**src/rtl/aquisicao_temperatura_if.sv**
```systemverilog
// Signal bundle between the temperature acquisition block, the serial sensor and the reactor system.
// The master side is the acquisition block; the slave side is its environment.
interface aquisicao_temperatura_if;
    logic       sensorPronto;
    logic       sensorDado;
    logic       sensorIniciar;
    logic       sensorClk;
    logic [8:0] tempRea;
    logic       tempValida;
    logic       falhaSensor;

    modport master (
        input  sensorPronto, sensorDado,
        output sensorIniciar, sensorClk, tempRea, tempValida, falhaSensor
    );

    modport slave (
        output sensorPronto, sensorDado,
        input  sensorIniciar, sensorClk, tempRea, tempValida, falhaSensor
    );
endinterface

```
**src/rtl/aquisicao_temperatura.sv**
```systemverilog
// Periodic temperature acquisition: starts a conversion, reads a 13-bit parity-protected serial frame,
// publishes a saturated 9-bit reading and escalates repeated failures into a sticky fail-safe mode.
module aquisicao_temperatura #(
    parameter int PERIODO_AMOSTRA = 1000,
    parameter int TIMEOUT         = 255
) (
    input  logic                    CLOCK,
    input  logic                    reset,
    aquisicao_temperatura_if.master bus
);
    localparam int LEITURA_CICLOS = 26;
    localparam int MAIOR_PT = (PERIODO_AMOSTRA > TIMEOUT) ? PERIODO_AMOSTRA : TIMEOUT;
    localparam int CNT_MAX  = (MAIOR_PT > LEITURA_CICLOS) ? MAIOR_PT : LEITURA_CICLOS;
    localparam int CW       = $clog2(CNT_MAX + 1);

    typedef enum logic [2:0] {
        ESPERA,
        INICIA,
        CONVERTE,
        LEITURA,
        AVALIA
    } estado_t;

    estado_t       estado, estado_prox;
    logic [CW-1:0] cnt, cnt_prox;
    logic [12:0]   shreg, shreg_prox;
    logic [1:0]    falhas, falhas_prox;
    logic          falha, falha_prox;
    logic [8:0]    temp, temp_prox;
    logic          valida, valida_prox;
    logic          iniciar, sclk;
    logic          evento_falha, atualiza;
    logic [11:0]   dado;

    // Once the last bit is shifted in, the 12 data bits sit above the parity bit.
    assign dado = shreg[12:1];

    always_comb begin
        // NOTE: every signal written here gets a default first, so no path can leave one unassigned and infer a latch.
        estado_prox  = estado;
        shreg_prox   = shreg;
        falhas_prox  = falhas;
        falha_prox   = falha;
        temp_prox    = temp;
        valida_prox  = 1'b0;
        evento_falha = 1'b0;
        atualiza     = 1'b0;

        case (estado)
            ESPERA: begin
                if (cnt == CW'(PERIODO_AMOSTRA - 1)) estado_prox = INICIA;
            end
            INICIA: begin
                estado_prox = CONVERTE;
            end
            CONVERTE: begin
                // A ready flag arriving in the last allowed cycle still wins over the timeout.
                if (bus.sensorPronto) begin
                    estado_prox = LEITURA;
                end else if (cnt == CW'(TIMEOUT - 1)) begin
                    estado_prox  = ESPERA;
                    evento_falha = 1'b1;
                end
            end
            LEITURA: begin
                if (cnt[0]) shreg_prox = {shreg[11:0], bus.sensorDado};
                if (cnt == CW'(LEITURA_CICLOS - 1)) estado_prox = AVALIA;
            end
            AVALIA: begin
                estado_prox = ESPERA;
                if (^shreg) begin
                    evento_falha = 1'b1;
                end else begin
                    atualiza    = 1'b1;
                    falhas_prox = 2'd0;
                    temp_prox   = (dado > 12'd511) ? 9'd511 : dado[8:0];
                end
            end
            default: estado_prox = ESPERA;
        endcase

        if (evento_falha) begin
            if (falhas != 2'd3) falhas_prox = falhas + 2'd1;
            if (falhas_prox == 2'd3) falha_prox = 1'b1;
        end

        if (atualiza) valida_prox = 1'b1;

        // Fail-safe: once the sensor is declared bad, every outcome reports the hottest reading.
        if ((atualiza || evento_falha) && falha_prox) begin
            temp_prox   = 9'd511;
            valida_prox = 1'b1;
        end

        cnt_prox = (estado_prox != estado) ? '0 : cnt + CW'(1);
    end

    always_ff @(posedge CLOCK) begin
        if (reset) begin
            estado  <= ESPERA;
            cnt     <= '0;
            shreg   <= '0;
            falhas  <= 2'd0;
            falha   <= 1'b0;
            temp    <= 9'd0;
            valida  <= 1'b0;
            iniciar <= 1'b0;
            sclk    <= 1'b0;
        end else begin
            // NOTE: non-blocking assignments make every flop load its pre-edge value together.
            estado  <= estado_prox;
            cnt     <= cnt_prox;
            shreg   <= shreg_prox;
            falhas  <= falhas_prox;
            falha   <= falha_prox;
            temp    <= temp_prox;
            valida  <= valida_prox;
            iniciar <= (estado_prox == INICIA);
            sclk    <= (estado_prox == LEITURA) && !cnt_prox[0];
        end
    end

    assign bus.sensorIniciar = iniciar;
    assign bus.sensorClk     = sclk;
    assign bus.tempRea       = temp;
    assign bus.tempValida    = valida;
    assign bus.falhaSensor   = falha;
endmodule

```
**src/flat_wrapper.sv**
```systemverilog
// flat-port wrapper written by rule: the top's interface ports become plain ports
module aquisicao_temperatura_flat 
#(
    parameter int PERIODO_AMOSTRA = 1000,
    parameter int TIMEOUT         = 255
)
  (CLOCK, reset, bus_sensorPronto, bus_sensorDado, bus_sensorIniciar, bus_sensorClk, bus_tempRea, bus_tempValida, bus_falhaSensor);
  aquisicao_temperatura_if bus_i ();
  input  logic CLOCK;
  input  logic reset;
  input wire logic [$bits(bus_i.sensorPronto)-1:0] bus_sensorPronto;
  input wire logic [$bits(bus_i.sensorDado)-1:0] bus_sensorDado;
  output wire logic [$bits(bus_i.sensorIniciar)-1:0] bus_sensorIniciar;
  output wire logic [$bits(bus_i.sensorClk)-1:0] bus_sensorClk;
  output wire logic [$bits(bus_i.tempRea)-1:0] bus_tempRea;
  output wire logic [$bits(bus_i.tempValida)-1:0] bus_tempValida;
  output wire logic [$bits(bus_i.falhaSensor)-1:0] bus_falhaSensor;
  assign bus_i.sensorPronto = bus_sensorPronto;
  assign bus_i.sensorDado = bus_sensorDado;
  assign bus_sensorIniciar = bus_i.sensorIniciar;
  assign bus_sensorClk = bus_i.sensorClk;
  assign bus_tempRea = bus_i.tempRea;
  assign bus_tempValida = bus_i.tempValida;
  assign bus_falhaSensor = bus_i.falhaSensor;
  aquisicao_temperatura #(.PERIODO_AMOSTRA(PERIODO_AMOSTRA), .TIMEOUT(TIMEOUT)) u_core (.CLOCK(CLOCK), .reset(reset), .bus(bus_i));
endmodule
```
**config.mk**
```make
export PLATFORM = sky130hd
export DESIGN_NAME = aquisicao_temperatura_flat
export DESIGN_NICKNAME = d
export VERILOG_FILES = /design/src/rtl/aquisicao_temperatura_if.sv /design/src/rtl/aquisicao_temperatura.sv /design/src/flat_wrapper.sv
export SDC_FILE = /design/constraint.sdc
export NUM_CORES = 1
export LEC_CHECK = 0
export CORE_ASPECT_RATIO = 0.6
export CORE_MARGIN = 2
export CORE_UTILIZATION = 47
export DETAILED_ROUTE_END_ITERATION = 12
export PLACE_DENSITY = 0.63
export SYNTH_ARGS = -nofsm -noshare
export SYNTH_HDL_FRONTEND = slang
export SYNTH_SLANG_ARGS = --single-unit
```
**constraint.sdc**
```tcl
create_clock -name CLOCK -period 5.25 [get_ports CLOCK]
set_input_delay 0.525 -clock CLOCK [delete_from_list [all_inputs] [get_ports CLOCK]]
set_output_delay 0.525 -clock CLOCK [all_outputs]
set_load 0.005 [all_outputs]
```
# After elaboration in Yosys (flattened, before gate mapping)
# Index checks and enable logic that the tools add are counted.
# totals
word_cells,61
reg_bits,41
ramBits,0
rom_bits,0
inputBits,4
mem_count,0
latch_bits,0
# op_classes
n_div,0
mux,25
addsub,2
reduce_logical,10
mul,0
shifts,0
eq_ne,13
bitwise,0
n_lt_le_gt_ge,1
# op_table
cell,n
2-to-1 mux 9 bit,4
parity 13 bit,1
> comparator 12 x 9 -> 1 bit (second input constant),1
2-to-1 mux 3 bit,4
case mux 3 bit (4 select lines),1
adder 10 x 1 -> 10 bit (second input constant),1
== test 10 bit (second input constant),1
== test 10 x 5 -> 1 bit (second input constant),1
== test 10 x 8 -> 1 bit (second input constant),1
2-to-1 mux 1 bit,10
2-to-1 mux 2 bit,5
== test 3 x 2 -> 1 bit (second input constant),3
== test 3 x 1 -> 1 bit (second input constant),2
inequality test 2 bit (second input constant),2
AND reduction 2 bit,2
== test 3 bit (second input constant),1
zero test 3 bit,1
inequality test 3 bit,1
adder 2 x 1 -> 2 bit (second input constant),1
== test 2 bit (second input constant),1
logical AND 1 bit,2
case mux 1 bit (2 select lines),1
nonzero test 2 bit,1
OR reduction 2 bit,1
2 further kinds,2

# Longest topological paths before layout
# Gate-level depths: netlist of run 1.
# depth
word_depth,11
ltp_mapped,9

# Least setup slack after synthesis of run 1
# OpenSTA, ideal clock, no wires.
# synth_path
path_kind,input port to flip-flop
from,in bus_sensorPronto
to,reg u_core.temp[0] (netlist: u_core.bus.tempRea[0])
setup_ns,0.060
path_buffers,1
arrival_ns,1.981
stages,7
path_slack_ns,3.209
required_time_ns,5.190
path_cell_list,nand4b_1 -> or3_1 -> nor4b_2 -> a221oi_1 -> or3_1 -> buf_6 -> nand2_1
# synth_via
elab_chain_len,6
# synth_rtl
item,line_no,text
"start, declared",flat_wrapper.sv:11,input wire logic [$bits(bus_i.sensorPronto)-1:0] bus_sensorPronto;
2-to-1 mux 1 bit *,aquisicao_temperatura.sv:58,if (bus.sensorPronto) begin
case mux 1 bit (2 select lines) *,aquisicao_temperatura.sv:49,case (estado)
2-to-1 mux 1 bit / logical OR 1 bit (equally long branches),"aquisicao_temperatura.sv:82, aquisicao_temperatura.sv:90",
logical AND 1 bit *,aquisicao_temperatura.sv:90,if ((atualiza || evento_falha) && falha_prox) begin
inequality test 2 bit (no source line) / nonzero test 2 bit (equally long branches),n/a,
AND reduction 2 bit (no source line),n/a,
"end signal, assigned",aquisicao_temperatura.sv:116,temp <= temp_prox;
"end, declared",aquisicao_temperatura.sv:29,"logic [8:0] temp, temp_prox;"
# Mark *: on every way between the ends. The rest lies on a longest branch, timed or not.
# A chain may end at the register's enable or synchronous reset.

# Worst setup path after layout of run 1
# Same ends and word-level chain as after synthesis.

==> impl_metrics.sql, run 1 <==
INSERT INTO impl_metrics (metric_group, metric, value, unit) VALUES
('logic_synthesis', 'post_synth_num_cell_types', '41', ''),
('logic_synthesis', 'ys_async_sr_fraction', '0', ''),
('critical_path', 'worst-endpoint-required', '5490', 'ps'),
('hold_path', 'worst_hold_path.num_cells', '2', ''),
('sta', 'finClkSkew', '6.521', 'ps'),
('clock_network', 'clk_transition_reported_paths', '80', 'ps'),
('clock_network', 'cts_tree', 'done', ''),
('global_routing', 'grt_antenna_before_repair', '0', ''),
('critical_path', 'cp_common_cell', 'or3_1', ''),
('floorplan', 'num_io_pins', '17', ''),
('logic_synthesis', 'synthesis.instances', '214', ''),
('sta', 'max_freq', '0.4161', 'GHz'),
('power', 'power_spent_charging_and_discharging_nets', '120.8', 'µW'),
('power', 'comb_power_share', '0.026', ''),
('critical_path', 'worstPathBufferInverterCount', '1', ''),
('drt', 'dr.pass1.iters', '6', ''),
('sta', 'setup_total_negative_slack', '0', 'ps'),
('sta', 'final_min_period_over_clock_period', '0.4578', ''),
('critical_path', 'cpPeakStageDelay', '510', 'ps'),
('critical_path', 'path_cells', 'clkdlybuf4s50_1, nand4b_1, or3_1, nor4b_2, a221oi_1, or3_1, nand2_1', ''),
('floorplan', 'core_area', '3744', 'µm²'),
('global_routing', 'global_router_s_overall_resource_usage', '0.1918', ''),
('final_layout', 'layout.nets', '236', ''),
('clock_network', 'cts_post_setup_buffers_inserted', '0', ''),
('clock_network', 'level_count_of_the_clock_h_tree', '2', ''),
('global_routing', 'globalRouteMet2Util', '0.2552', ''),
('critical_path', 'setup.reg_to_reg.worst_slack', '2950', 'ps'),
('logic_synthesis', 'mappedNetlistArea', '1883', 'µm²'),
('sta', 'worst_hold_slack', '486.3', 'ps'),
('global_routing', 'grt_max_degree', '22', ''),
('floorplan', 'fp.dieH', '53.03', 'µm'),
('global_routing', 'met3_usage', '0.05148', ''),
('floorplan', 'dieArea', '4545', 'µm²'),
('placement', 'hpwl_after_detailed_placement', '2878', 'µm'),
('drt', 'ant_nets', '0', ''),
('logic_synthesis', 'yosysWarnings', '0', ''),
('critical_path', 'worst-r2r-cell-count', '8', ''),
('power', 'p_per_area', '273.6', 'nW/µm²'),
('logic_synthesis', 'synth_enable_flop_cells', '0', ''),
('hold_path', 'holdCritStartpoint', 'u_core.shreg[0]', ''),
('drt', 'initialDrtViolationCount', '103', ''),
('global_routing', 'grt_remaining_overflow', '0', ''),
('critical_path', 'worst-setup-path-type', 'in -> reg', ''),
('logic_synthesis', 'postSynthRegisterBits', '41', ''),
('critical_path', 'r2r_end', 'u_core.bus.tempRea[0]', ''),
('sta', 'unrepaired_setup_endpoints_after_global_routing', 'false', ''),
('global_routing', 'top_usage_layer', 'met1', ''),
('power', 'power_report.internal_total', '473.8', 'µW'),
('clock_network', 'postCtsHoldBufs', '0', ''),
('final_layout', 'drive_above_1_share', '0.05677', ''),
('drt', 'vias', '1546', ''),
('power', 'sequentialPowerShare', '0.531', ''),
('logic_synthesis', 'syn_area_per_cell', '8.799', 'µm²'),
('global_routing', 'grt_first_pass_wirelength', '6541', 'µm'),
('power', 'vdd_ir_drop_max', '0.0001471', 'V'),
('logic_synthesis', 'synth_top_flop_cell', 'dfxtp_1', ''),
('drt', 'route.detailed.vias_per_inst', '5.601', ''),
('sta', 'worst_slew_pin_slew', '769.2', 'ps'),
('drt', 'remaining_drc_errors', '0', ''),
('global_routing', 'use_met1', '0.2859', ''),
('sta', 'max_slew_margin', '0.4856', ''),
('sta', 'hold_viol', '0', ''),
('power', 'design_power_total', '594.6', 'µW'),
('final_layout', 'layout.filler_cells', '320', ''),
('clock_network', 'clkLatencyLatePin', '290', 'ps'),
('critical_path', 'worstReg2RegStart', 'u_core.cnt[0]', ''),
('status', 'run_status', 'complete, no violations', ''),
('hold_path', 'min_delay_endpoint', 'u_core.shreg[1]', ''),
('clock_network', 'clock_sinks', '41', ''),
('power', 'sw_frac_of_total', '0.2032', ''),
('clock_network', 'cts-buffers-inserted', '5', '');
## cell usage after synthesis, types with 4 or more instances
library cell,number,area share
inv_1,8,0.016
nor3_1,5,0.013
clkbuf_1,8,0.016
nand2_1,42,0.084
ha_1,4,0.027
nor2_1,17,0.034
dfxtp_1,41,0.44
a21oi_1,18,0.048
o221ai_1,9,0.042
xnor2_1,10,0.047
nand3_1,7,0.019
## layout make-up
type	instances	area, µm²	area share
Multi-Input combinational cell	155	979.7	0.4508
Tap cell	47	58.81	0.02706
Sequential cell	41	820.8	0.3777
Timing Repair Buffer	17	167.7	0.07714
Clock inverter	1	30.03	0.01382
Inverter	8	30.03	0.01382
Clock buffer	7	86.33	0.03972
## state kept, by name, summed over array words and instances, names as in the netlist
signal / cells
u_core.estado: 3
u_core.bus.tempRea: 9
u_core.bus.sensorClk: 1
u_core.falhas: 2
u_core.bus.tempValida: 1
u_core.shreg: 13
u_core.cnt: 10
u_core.bus.falhaSensor: 1
u_core.bus.sensorIniciar: 1
## worst max-delay path by stage
| stage | from | end | cells past startpoint |
|---|---|---|---|
| after floorplan | bus_sensorPronto | u_core.bus.tempRea[0] | 7 |
| after global placement | bus_sensorPronto | u_core.bus.tempRea[5] | 7 |
| after detailed placement | bus_sensorPronto | u_core.bus.tempRea[1] | 7 |
| after CTS | bus_sensorPronto | u_core.bus.tempRea[1] | 7 |
| after global routing | bus_sensorPronto | u_core.bus.tempRea[1] | 7 |
| final | bus_sensorPronto | u_core.bus.tempRea[0] | 7 |
## kinds of logic after synthesis
group                    Yosys count  synth area share
AO/OA/AOI/OAI                     39            0.1435
XOR/XNOR                          17            0.1050
adder cells (fa/ha/maj)            4           0.02658
buffers and inverters             18           0.04385
flip-flops                        41            0.4359
AND/OR/NAND/NOR                   95            0.2452
## worst reg2reg max path, stage by stage, from the launching register on
cell and delay, ps:
dfxtp_1 390, inv_1 120, ha_1 170, nand4b_1 130, or3_1 400, nor4b_2 330
a221oi_1 80, or3_1 510, nand2_1 120
## power groups by stage
| stage | Sequential, mW | Clock (mW) | Combinational [mW] |
|---|---|---|---|
| 2_1_floorplan | 0.322 | 0 | 0.00972 |
| 3_3_place_gp | 0.323 | 0 | 0.0150 |
| 3_5_place_dp | 0.323 | 0 | 0.0150 |
| 4_1_cts | 0.316 | 0.269 | 0.0152 |
| 5_1_grt | 0.316 | 0.280 | 0.0170 |
| 6_report | 0.316 | 0.263 | 0.0153 |
## routing by layer
metal / share of wire / up-vias
met5: 0 / -
met4: 0.015 / 0
met3: 0.068 / 8
met2: 0.39 / 49
met1: 0.53 / 717
li1: - / 772
## cell usage in the layout (no fill, tap or decap), types with 2 or more instances in the layout
cell,instances
a21oi_1,18
a22o_1,2
a31oi_1,2
and2_1,2
clkbuf_8,6
clkdlybuf4s50_1,16
dfxtp_1,41
ha_1,4
inv_1,8
nand2_1,42
nand3_1,7
nand3b_1,2
nor2_1,17
nor2b_1,3
nor3_1,5
nor3b_1,2
nor4_1,2
o221ai_1,9
or3_1,3
xnor2_1,10
xnor3_1,3
xor2_1,3
## stage by stage
stage | area [µm²] | setup slack [ps] | utilization | std cells
2_1_floorplan | 1883 | 3209 | - | 214
3_3_place_gp | 2057 | 2648 | 0.5495 | 268
3_5_place_dp | 2057 | 2570 | 0.5495 | 268
4_1_cts | 2173 | 2874 | 0.5805 | 276
5_1_grt | 2173 | 2707 | 0.5805 | 276
6_report | 2173 | 2847 | 0.5805 | 276
Power figures use the tool's default switching activity.
==> run 2, diff against run 1 <==
PLACE_DENSITY = 0.66   (was 0.63)
clock period = 2.09 ns   (was 5.25 ns; I/O delays follow)
==> impl_metrics.sql, run 2 (synthesis gave the netlist of run 1 again) <==
INSERT INTO impl_metrics (metric_group, metric, value, unit) VALUES
('status', 'run_status', 'complete, no violations', ''),
('global_routing', 'global_router_s_overall_resource_usage', '0.2044', ''),
('drt', 'ant_nets', '0', ''),
('power', 'vdd_ir_drop_max', '0.0004977', 'V'),
('clock_network', 'clk_transition_reported_paths', '90', 'ps'),
('drt', 'postRouteWirelength', '4546', 'µm'),
('placement', 'total_placed_instance_area', '2192', 'µm²'),
('drt', 'vias', '1658', ''),
('clock_network', 'postCtsHoldBufs', '0', ''),
('critical_path', 'r2r_end', 'u_core.falhas[0]', ''),
('power', 'p_per_area', '628.4', 'nW/µm²'),
('sta', 'final_min_period_over_clock_period', '0.9833', ''),
('power', 'p_leak', '0.9389', 'nW'),
('final_layout', 'mostFrequentLayoutCell', 'nand2_1', ''),
('final_layout', 'final_design_area_no_fill', '2394', 'µm²'),
('final_layout', 'area_grow_syn2layout', '27.11', '%'),
('drt', 'route.detailed.vias_per_inst', '5.545', ''),
('critical_path', 'worst-r2r-cell-count', '7', ''),
('placement', 'place_inst', '286', ''),
('clock_network', 'clock_sinks', '41', ''),
('final_layout', 'insertedDiodeCount', '0', ''),
('critical_path', 'endpoint', 'u_core.falhas[0]', ''),
('placement', 'buffer_ports.inserted', '16', ''),
('drt', 'remaining_drc_errors', '0', ''),
('hold_path', 'worst_hold_path_type', 'in -> reg', ''),
('final_layout', 'layout.nets', '259', ''),
('sta', 'finalMaxSlewViolations', '0', ''),
('drt', 'initialDrtViolationCount', '186', ''),
('critical_path', 'cp_common_cell', 'xnor3_1', ''),
('critical_path', 'critPathSlowestCell', 'xnor3_1', ''),
('critical_path', 'worst-setup-path-type', 'reg -> reg', ''),
('clock_network', 'level_count_of_the_clock_h_tree', '2', ''),
('final_layout', 'highest_count_cells_in_the_layout_ignoring_fill_and_taps', 'nand2_1 (43), dfxtp_1 (40), buf_4 (22), a21oi_1 (18)', ''),
('sta', 'layout_min_cycle_time', '2055', 'ps'),
('job', 'drv.max_cap_violation_count', '0', ''),
('clock_network', 'cts.root.buffer_cell', 'clkbuf_8', ''),
('floorplan', 'fp.dieH', '53.03', 'µm'),
('global_routing', 'grt_max_degree', '15', ''),
('final_layout', 'layout.cells.non_filler', '299', ''),
('global_routing', 'first_global_vias', '1471', ''),
('sta', 'finClkSkew', '13.40', 'ps'),
('sta', 'max_slew_margin', '0.6348', ''),
('placement', 'place_congestion', '0.9123', ''),
('critical_path', 'critical_path.max_fanout', '5', ''),
('critical_path', 'crit_path_end_kind', 'flop', ''),
('critical_path', 'worst_ep_arrival_time', '2300', 'ps'),
('clock_network', 'clkLatencyLatePin', '310', 'ps'),
('clock_network', 'cts-buffers-inserted', '5', ''),
('critical_path', 'worst_setup_path_start_kind', 'flop', ''),
('final_layout', 'registers.top_by_ff_count', 'u_core.shreg', ''),
('sta', 'worst_slew_pin_slew', '546.0', 'ps'),
('sta', 'hold_viol', '0', ''),
('global_routing', 'grt_first_pass_wirelength', '7051', 'µm'),
('floorplan', 'effective_utilization_at_floorplan', '0.5030', ''),
('global_routing', 'grt_remaining_overflow', '0', ''),
('drt', 'dr.pass1.iters', '4', ''),
('final_layout', 'drive_above_1_share', '0.1825', ''),
('clock_network', 'clk_path_buf_depth', '2', ''),
('floorplan', 'dieArea', '4545', 'µm²'),
('critical_path', 'cpPeakStageDelay', '420', 'ps'),
('sta', 'max_freq', '0.4866', 'GHz'),
('critical_path', 'worstReg2RegStart', 'u_core.shreg[7]', ''),
('critical_path', 'path_cells', 'xnor3_1, xnor3_1, xnor2_2, buf_4, nand3_1, a31oi_2, a22o_1', ''),
('drt', 'routedWlPerCell', '15.20', 'µm'),
('floorplan', 'num_io_pins', '17', ''),
('global_routing', 'grt_antenna_before_repair', '0', ''),
('placement', 'hpwl_after_detailed_placement', '3106', 'µm'),
('critical_path', 'startpoint', 'u_core.shreg[7]', ''),
('critical_path', 'setup.reg_to_reg.worst_slack', '30', 'ps'),
('final_layout', 'largest_register_ffs', '13', ''),
('critical_path', 'worst-endpoint-required', '2330', 'ps'),
('sta', 'finalSetupViolations', '0', ''),
('clock_network', 'cts_tree', 'done', ''),
('floorplan', 'core_area', '3744', 'µm²'),
('floorplan', 'die_w', '85.72', 'µm'),
('floorplan', 'core.rowCount', '17', '');
-- run 2: changes by cell type in the layout (fill, tap and decap cells not counted), sizes merged --
cell / before / now
clkinvlp: 0 / 1
nand2: 43 / 44
clkbuf: 7 / 5
or3: 3 / 4
clkinv: 0 / 1
buf: 1 / 22
-- run 2: through the flow --
stage / utilization / hold WS, ps / TNS [ps] / power [mW] / worst slack (ps)
5_1_grt: 0.6394 / 463.3 / -64.55 / 1.550 / -38.03
3_5_place_dp: 0.5856 / 487.2 / -2189 / 0.8607 / -236.8
6_report: 0.6394 / 463.8 / 0 / 1.504 / 34.85
3_3_place_gp: 0.5856 / 468.7 / -1585 / 0.8596 / -165.1
4_1_cts: 0.6183 / 469.3 / 0 / 1.510 / 22.04
2_1_floorplan: - / 295.6 / 0 / 0.8339 / 94.13
-- run 2: final cells by class --
type | count | area (µm²)
fill | 317 | 1350
multi-input combinational | 157 | 1042
sequential | 41 | 822.0
timing repair buffer | 38 | 325.3
clock buffer | 5 | 68.82
tap | 47 | 58.81
clock inverter | 3 | 46.29
inverter | 8 | 30.03
-- run 2: where the power goes --
group          total, mW  leakage (nW)  internal [mW]  switching [mW]
Sequential         0.788         0.331          0.786         0.00286
Clock              0.657        0.0543          0.358           0.300
Combinational     0.0584         0.553         0.0248          0.0336
Total               1.50         0.939           1.17           0.336
-- run 2: worst max-delay path: cells and delay by family, from the launching register on --
family	cells	cell delay (ps)
xor gates and xnor gates	3	960
DFF	1	390
AOI/OAI and AO/OA	2	390
buffers and inverters	1	170
and+or+nand+nor	1	90
-- run 2: worst min-delay path by stage --
stage	slack, ps	from	end	cells past startpoint
3_3_place_gp	470	u_core.shreg[0]	u_core.shreg[1]	2
6_report	460	bus_sensorDado	u_core.shreg[0]	3
4_1_cts	470	bus_sensorDado	u_core.shreg[0]	3
5_1_grt	460	bus_sensorDado	u_core.shreg[0]	3
3_5_place_dp	490	u_core.shreg[12]	u_core.shreg[12]	2
2_1_floorplan	300	reset	u_core.estado[0]	1
-- run 2: metal layers --
layer,vias to the layer above,share of wire,GRT usage
li1,820,-,-
met1,782,0.51,0.3009
met2,52,0.41,0.2917
met3,4,0.073,0.05460
met4,0,0.0079,0.05556
met5,-,0,0
-- run 2: what timing repair did --
item / CTS / global route
endpoints found under the setup margin: 10 / 21
pin swaps: 0 / 4
cloned: 0 / 2
setup buffers: 0 / 3
resized for setup: 2 / 10
